### config.mk
export PLATFORM = sky130hd
export DESIGN_NAME = seq_detector_param_flat
export DESIGN_NICKNAME = d
export VERILOG_FILES = /design/src/rtl/seq_detector_param_if.sv /design/src/rtl/seq_detector_param.sv /design/src/flat_wrapper.sv
export SDC_FILE = /design/constraint.sdc
export NUM_CORES = 1
export LEC_CHECK = 0
export CAP_MARGIN = 20
export CORE_ASPECT_RATIO = 0.75
export CORE_MARGIN = 4
export CORE_UTILIZATION = 40
export CTS_CLUSTER_SIZE = 30
export DETAILED_ROUTE_END_ITERATION = 6
export PLACE_DENSITY = 0.64
export SYNTH_ARGS = -nofsm -noshare
export SYNTH_HDL_FRONTEND = slang
export SYNTH_SLANG_ARGS = --single-unit
### constraint.sdc
create_clock -name clock -period 4.7 [get_ports clock]
set_clock_uncertainty 0.05 [all_clocks]
set_input_delay 0.705 -clock clock [delete_from_list [all_inputs] [get_ports clock]]
set_output_delay 0.705 -clock clock [all_outputs]
set_load 0.05 [all_outputs]
### src/rtl/seq_detector_param_if.sv
// Bus bundle for seq_detector_param: pattern load, serial data input and detector status outputs.
// The master drives the configuration and data; the slave (the detector) drives the status.
interface seq_detector_param_if #(
  parameter int MAX_LEN = 8,
  parameter int CNT_W   = 8
);
  localparam int LW = $clog2(MAX_LEN + 1);

  logic               load;
  logic [MAX_LEN-1:0] pattern;
  logic [LW-1:0]      pat_len;
  logic               overlap;
  logic               in_valid;
  logic               w;
  logic               clr_cnt;
  logic               match;
  logic [CNT_W-1:0]   match_count;
  logic [1:0]         state;
  logic [LW-1:0]      fill;

  modport master (
    output load, pattern, pat_len, overlap, in_valid, w, clr_cnt,
    input  match, match_count, state, fill
  );

  modport slave (
    input  load, pattern, pat_len, overlap, in_valid, w, clr_cnt,
    output match, match_count, state, fill
  );
endinterface

### src/rtl/seq_detector_param.sv
// Serial detector for a runtime-loaded pattern of 1..MAX_LEN bits, with overlapping or
// non-overlapping matching and a saturating match counter.
module seq_detector_param #(
  parameter int MAX_LEN = 8,
  parameter int CNT_W   = 8
) (
  input logic                  clock,
  input logic                  resetn,
  seq_detector_param_if.slave  bus
);
  localparam int LW = $clog2(MAX_LEN + 1);

  typedef enum logic [1:0] {
    UNCFG = 2'd0,
    FILL  = 2'd1,
    ARMED = 2'd2
  } state_t;

  state_t             state_q, state_d;
  // The oldest history bit only ever appears in the post-shift compare window, so it is not stored.
  logic [MAX_LEN-2:0] hist_q, hist_d;
  logic [LW-1:0]      len_q, len_d;
  logic [MAX_LEN-1:0] pat_q, pat_d;
  logic               ovl_q, ovl_d;
  logic [LW-1:0]      fill_q, fill_d;
  logic               match_q, match_d;
  logic [CNT_W-1:0]   cnt_q, cnt_d;

  logic [MAX_LEN-1:0] hist_shift;
  logic [MAX_LEN-1:0] mask;
  logic [LW-1:0]      fill_inc;
  logic [LW-1:0]      len_clamped;
  logic               hit;

  always_comb begin
    mask = '0;
    for (int i = 0; i < MAX_LEN; i++) begin
      mask[i] = (LW'(i) < len_q);
    end
  end

  always_comb begin
    hist_shift  = {hist_q, bus.w};
    fill_inc    = (fill_q < len_q) ? fill_q + LW'(1) : len_q;
    len_clamped = (bus.pat_len > LW'(MAX_LEN)) ? LW'(MAX_LEN) : bus.pat_len;
    hit         = (fill_inc == len_q) && ((hist_shift & mask) == (pat_q & mask));
  end

  // A zero-length load is treated as no load at all, so data shifting proceeds normally that cycle.
  always_comb begin
    state_d = state_q;
    hist_d  = hist_q;
    len_d   = len_q;
    pat_d   = pat_q;
    ovl_d   = ovl_q;
    fill_d  = fill_q;
    match_d = 1'b0;
    cnt_d   = cnt_q;

    if (bus.load && (bus.pat_len != '0)) begin
      len_d   = len_clamped;
      pat_d   = bus.pattern;
      ovl_d   = bus.overlap;
      hist_d  = '0;
      fill_d  = '0;
      state_d = FILL;
    end else if (bus.in_valid && (state_q != UNCFG)) begin
      hist_d = hist_shift[MAX_LEN-2:0];
      fill_d = fill_inc;
      if (hit) begin
        match_d = 1'b1;
        cnt_d   = (cnt_q == {CNT_W{1'b1}}) ? cnt_q : cnt_q + CNT_W'(1);
        if (ovl_q) begin
          state_d = ARMED;
        end else begin
          hist_d  = '0;
          fill_d  = '0;
          state_d = FILL;
        end
      end else begin
        state_d = (fill_inc == len_q) ? ARMED : FILL;
      end
    end

    if (bus.clr_cnt) begin
      cnt_d = '0;
    end
  end

  always_ff @(posedge clock or negedge resetn) begin
    if (!resetn) begin
      state_q <= UNCFG;
      hist_q  <= '0;
      len_q   <= '0;
      pat_q   <= '0;
      ovl_q   <= 1'b0;
      fill_q  <= '0;
      match_q <= 1'b0;
      cnt_q   <= '0;
    end else begin
      state_q <= state_d;
      hist_q  <= hist_d;
      len_q   <= len_d;
      pat_q   <= pat_d;
      ovl_q   <= ovl_d;
      fill_q  <= fill_d;
      match_q <= match_d;
      cnt_q   <= cnt_d;
    end
  end

  assign bus.match       = match_q;
  assign bus.match_count = cnt_q;
  assign bus.state       = state_q;
  assign bus.fill        = fill_q;
endmodule

### src/flat_wrapper.sv
// flat-port wrapper written by rule: the top's interface ports become plain ports
module seq_detector_param_flat 
#(
  parameter int MAX_LEN = 8,
  parameter int CNT_W   = 8
)
  (clock, resetn, bus_load, bus_pattern, bus_pat_len, bus_overlap, bus_in_valid, bus_w, bus_clr_cnt, bus_match, bus_match_count, bus_state, bus_fill);
  seq_detector_param_if #(.MAX_LEN(MAX_LEN), .CNT_W(CNT_W)) bus_i ();
  input logic clock;
  input logic resetn;
  input wire logic [$bits(bus_i.load)-1:0] bus_load;
  input wire logic [$bits(bus_i.pattern)-1:0] bus_pattern;
  input wire logic [$bits(bus_i.pat_len)-1:0] bus_pat_len;
  input wire logic [$bits(bus_i.overlap)-1:0] bus_overlap;
  input wire logic [$bits(bus_i.in_valid)-1:0] bus_in_valid;
  input wire logic [$bits(bus_i.w)-1:0] bus_w;
  input wire logic [$bits(bus_i.clr_cnt)-1:0] bus_clr_cnt;
  output wire logic [$bits(bus_i.match)-1:0] bus_match;
  output wire logic [$bits(bus_i.match_count)-1:0] bus_match_count;
  output wire logic [$bits(bus_i.state)-1:0] bus_state;
  output wire logic [$bits(bus_i.fill)-1:0] bus_fill;
  assign bus_i.load = bus_load;
  assign bus_i.pattern = bus_pattern;
  assign bus_i.pat_len = bus_pat_len;
  assign bus_i.overlap = bus_overlap;
  assign bus_i.in_valid = bus_in_valid;
  assign bus_i.w = bus_w;
  assign bus_i.clr_cnt = bus_clr_cnt;
  assign bus_match = bus_i.match;
  assign bus_match_count = bus_i.match_count;
  assign bus_state = bus_i.state;
  assign bus_fill = bus_i.fill;
  seq_detector_param #(.MAX_LEN(MAX_LEN), .CNT_W(CNT_W)) u_core (.clock(clock), .resetn(resetn), .bus(bus_i));
endmodule
# Word level (Yosys, flattened, before mapping)

Index checks and enable logic that the tools add are counted.

Flip-flop bits (word level): 35
Output and inout bits: 15
Word-level logic and storage cells: 59

Add/sub/neg operators: 2
Magnitude comparators: 10
Equality and inequality tests: 5
Muxes and demuxes: 23
Bitwise gates (word level): 2
Reduce and logical (&&, ||, !) cells: 9

Operators with widths:

| cell                | count |
|---|---|
| $mux 8              | 5 |
| $mux 7              | 4 |
| $mux 4              | 6 |
| $and 8x8->8         | 2 |
| $lt 3x4->1 const A  | 4 |
| $mux 2              | 5 |
| $add 8x1->8 const B | 1 |
| $eq 8x8->1          | 1 |
| $eq 8x8->1 const B  | 1 |
| $lt 1x4->1 const A  | 2 |
| $lt 2x4->1 const A  | 2 |
| $reduce_bool 2->1   | 4 |
| $add 4x1->4 const B | 1 |
| $eq 4x4->1          | 1 |
| $gt 4x4->1 const B  | 1 |
| $lt 4x4->1          | 1 |
| $ne 2x2->1 const B  | 2 |
| $reduce_and 4->1    | 1 |
| $reduce_bool 4->1   | 1 |
| $logic_and 1x1->1   | 3 |
| $mux 1              | 3 |

# Logic depth before layout (Yosys ltp)

Depth in word-level cells: 8
Mapped depth: 8

# Least setup slack after synthesis

OpenSTA, ideal clock, no wires.

Kind: register -> register
Start: register u_core.fill_q[0] (netlist: u_core.bus.fill[0])
End: register u_core.fill_q[0] (netlist: u_core.bus.fill[0])
Data arrival time: 2.276 ns
Required time: 4.517 ns
Slack: 2.241 ns
Cell stages (with the launch flop): 8
Path buffers: 1
Cells stage by stage: dfrtp_1 -> ha_1 -> xor2_1 -> nor4_2 -> o22ai_2 -> o21bai_1 -> clkbuf_1 -> o21ai_0

Cells in the longest elaborated chain, start to end: 7

Ends and longest elaborated chain:

| item                                      | line                      | RTL |
|---|---|---|
| start, declared                           | seq_detector_param.sv:25  | `logic [LW-1:0] fill_q, fill_d;` |
| start signal, assigned                    | seq_detector_param.sv:106 | `fill_q <= fill_d;` |
| $add 4x1->4 or $lt 4x4->1 (tied branches) | seq_detector_param.sv:44  | `fill_inc = (fill_q < len_q) ? fill_q + LW'(1) : len_q;` |
| $mux 4 *                                  | seq_detector_param.sv:44  |  |
| $eq 4x4->1                                | seq_detector_param.sv:46  | `hit = (fill_inc == len_q) && ((hist_shift & mask) == (pat_q & mask));` |
| $logic_and 1x1->1                         | seq_detector_param.sv:46  |  |
| $mux 4 *                                  | seq_detector_param.sv:70  | `if (hit) begin` |
| $mux 4 *                                  | seq_detector_param.sv:67  | `end else if (bus.in_valid && (state_q != UNCFG)) begin` |
| $mux 4 *                                  | seq_detector_param.sv:60  | `if (bus.load && (bus.pat_len != '0)) begin` |

Every way passes the cells marked *; elsewhere a longest branch is shown, timed or not. The select of a mux whose other input is x is not followed.
A chain may end at the register's enable or synchronous reset.

# Final worst setup path

Start: input bus_pat_len[1]
End: register u_core.cnt_q[7] (netlist: u_core.bus.match_count[7])

Cells in the longest elaborated chain, start to end: 4

Ends and longest elaborated chain:

| item                       | line                      | RTL |
|---|---|---|
| start, declared            | flat_wrapper.sv:13        | `input wire logic [$bits(bus_i.pat_len)-1:0] bus_pat_len;` |
| $reduce_bool 4->1          | seq_detector_param.sv:60  |  |
| $logic_and 1x1->1          | seq_detector_param.sv:60  |  |
| $ne 2x2->1 (no line)       | -                         |  |
| $reduce_and 4->1 (no line) | -                         |  |
| end signal, assigned       | seq_detector_param.sv:108 | `cnt_q <= cnt_d;` |
| end, declared              | seq_detector_param.sv:27  | `logic [CNT_W-1:0] cnt_q, cnt_d;` |

No other way between the ends.

==> metrics.yaml <==
cells_and_area:
  syn_to_final_growth_pct: 26.5
  final_cell_mix: "dfrtp_1, clkdlybuf4s50_1, nand2_1"
  design_area_um2: 2390
  drive_gt1_frac: 0.104
  seqCellArea_um2: 876
  final_common_cell: "dfrtp_1"
  final_nets: 253
  multiInputGateArea_um2: 933
  fillCellCount: 421
  diodes: 0
  post-route-util: 0.529
  final_cells: 287
clock_tree:
  post_cts_resized: 0
  cts_tree: "built"
  numCtsBuffers: 5
  hold_buffers: 0
  clock_path_buffers: 2
  cts_root_buffer: "clkbuf_8"
  htree_levels: 2
  clkTransAtPathRegs_ns: 0.07
  cts_setup_buffers: 0
  clock_sinks: 35
  clock_latency_ns: 0.29
yosys:
  yosysUniqueCellTypes: 37
  synth_ff_type: "dfrtp_1"
  synthesis.area_um2: 1890
  async_flop_share: 1.00
  yosys_warnings: 0
  syn_nets: 218
  synthCells: 194
  synth.avg_cell_area_um2: 9.75
  synth_edf_count: 0
  ys_top_cells_by_area: "dfrtp_1, mux2_2, o21ai_0"
  synth_seq_cells: 35
  yosysSeqAreaShare: 0.463
  synth_top_area_share: 0.463
  synth_largest_area_cell: "dfrtp_1"
global_routing:
  grt_pass1_wl_um: 6510
  antenna_found_initial: 0
  grt_max_degree: 36
  grtUsageTotal: 0.145
  grt_pass1_vias: 1347
  grt.overflow.total: 0
sta:
  fin_crit_sh: 0.644
  fin_setup_tns_ns: 0
  max_freq_mhz: 330
  rsz0062_at_grt: "false"
  max_slew_margin: 0.411
  timing.hold.ws_ns: 0.452
  min_period_ns: 3.03
  slew_viol_final: 0
  hold_viol: 0
  setup_viol_count_final: 0
  worst_pin_slew_ns: 0.882
power_and_ir_drop:
  vdd.ir_drop.worst_v: 0.000203
  sw_frac_of_total: 0.333
  power.leakage_nw: 1.00
  seq_power_share: 0.409
  power.density_nw_per_um2: 365
  power.net_switching_uw: 290
  clockPowerShare: 0.310
  p_int_uw: 581
  p_comb_frac: 0.281
worst_hold_path:
  hold_class: "reg -> reg"
floorplan:
  core_um2: 4520
  die_w_um: 87.4
  die_y_um: 67.5
  die_area_um2: 5900
  rows: 21
  start_util: 0.418
  ios: 34
critical_path:
  cp-start-kind: "input port"
  cp.required_ns: 4.83
  worst_setup_path_end_kind: "register"
  worstPathArrival_ns: 3.16
  path_max_fanout: 15
  r2r_slack_ns: 1.82
  path_class: "in -> reg"
route:
  routed-wl-met3_um: 143
  drtIter0Drc: 69
  drc: 0
  via_per_inst: 5.26
  vias: 1509
  m1WireLength_um: 2030
  wl_met2_um: 1610
  ant_nets: 0
  routedWlPerCell_um: 13.4
  dr.max_layer_used: "met4"
  firstDrtPassIters: 4
  finalWirelength_um: 3860
outcome:
  status: "complete, no violations"
placed_design:
  place_inst: 279
  place_hpwl_um: 2880
  io_buffers: 33
  placed_cell_area_um2: 2280
  place.gp.congestion: 0.817
flow_run:
  maxCapViolCount: 0
-- layer usage --
| metal | vias to the layer above | track usage |
|---|---|---|
| met4 | 0 | 0.0575 |
| met5 | - | 0 |
| met2 | 21 | 0.205 |
| met3 | 8 | 0.0402 |
| met1 | 715 | 0.208 |
| li1 | 765 | - |
-- Yosys cell counts, types with 4 or more instances --
master    instances
dfrtp_1          35
nand2_1          18
o21ai_0          15
inv_1            14
a21oi_1          13
mux2_2           11
nor2_1            9
xor2_1            8
nand3_1           7
xnor2_1           6
ha_1              5
nor3_1            5
clkbuf_1          4
o31ai_1           4
or4_1             4
-- worst paths after layout --
check,from,endpoint,cells past startpoint
worst max-delay path,bus_pat_len[1],u_core.bus.match_count[7]$_DFFE_PN0P_,8
worst min-delay path,u_core.hist_q[6]$_DFFE_PN0P_,u_core.hist_q[6]$_DFFE_PN0P_,2
worst max register to register,u_core.len_q[3]$_DFFE_PN0P_,u_core.bus.fill[1]$_DFFE_PN0P_,7
worst min register to register,u_core.hist_q[6]$_DFFE_PN0P_,u_core.hist_q[6]$_DFFE_PN0P_,2
max in group asynchronous,resetn,u_core.bus.fill[3]$_DFFE_PN0P_,2
min in group asynchronous,resetn,u_core.ovl_q$_DFFE_PN0P_,2
-- final cells by class --
cell class | count | area share
Clock buffer | 5 | 0.0288
Clock inverter | 3 | 0.0183
Inverter | 14 | 0.0220
Multi-Input combinational cell | 138 | 0.390
Sequential cell | 35 | 0.366
Tap cell | 57 | 0.0298
Timing Repair Buffer | 35 | 0.144
-- critical path, stage by stage --
cell             delay [ns]
clkdlybuf4s50_1        0.45
o41ai_4                0.35
buf_4                  0.27
nand2b_1               0.16
a31oi_1                0.17
nand3_1                0.34
nor3_1                 0.35
mux2_2                 0.36
-- flip-flops by register name, summed over array words and instances, names as in the netlist --
register and count:
u_core.bus.match_count 8, u_core.pat_q 8, u_core.hist_q 7, u_core.bus.fill 4
u_core.len_q 4, u_core.bus.state 2, u_core.bus.match 1, u_core.ovl_q 1
-- per-stage QoR --
stage               power (mW)  setup slack [ns]
global route             0.925              1.47
CTS                      0.881              1.70
finish                   0.872              1.67
floorplan                0.530              2.24
detailed placement       0.609              1.39
global placement         0.607              1.47
-- cell families after synthesis --
group                    synth area share
AO/OA/AOI/OAI                       0.172
adder cells (fa/ha/maj)            0.0331
AND/OR/NAND/NOR                     0.158
buffers and inverters              0.0430
multiplexers                       0.0655
flip-flops                          0.463
XOR/XNOR                           0.0649
-- power groups by stage --
stage	clock (mW)	combinational, mW	sequential, mW
after floorplan	0	0.135	0.395
after global placement	0	0.244	0.363
after detailed placement	0	0.245	0.364
after CTS	0.277	0.246	0.358
after global routing	0.292	0.271	0.362
final	0.270	0.245	0.357
Note: power is estimated with default switching activity, not from simulation.
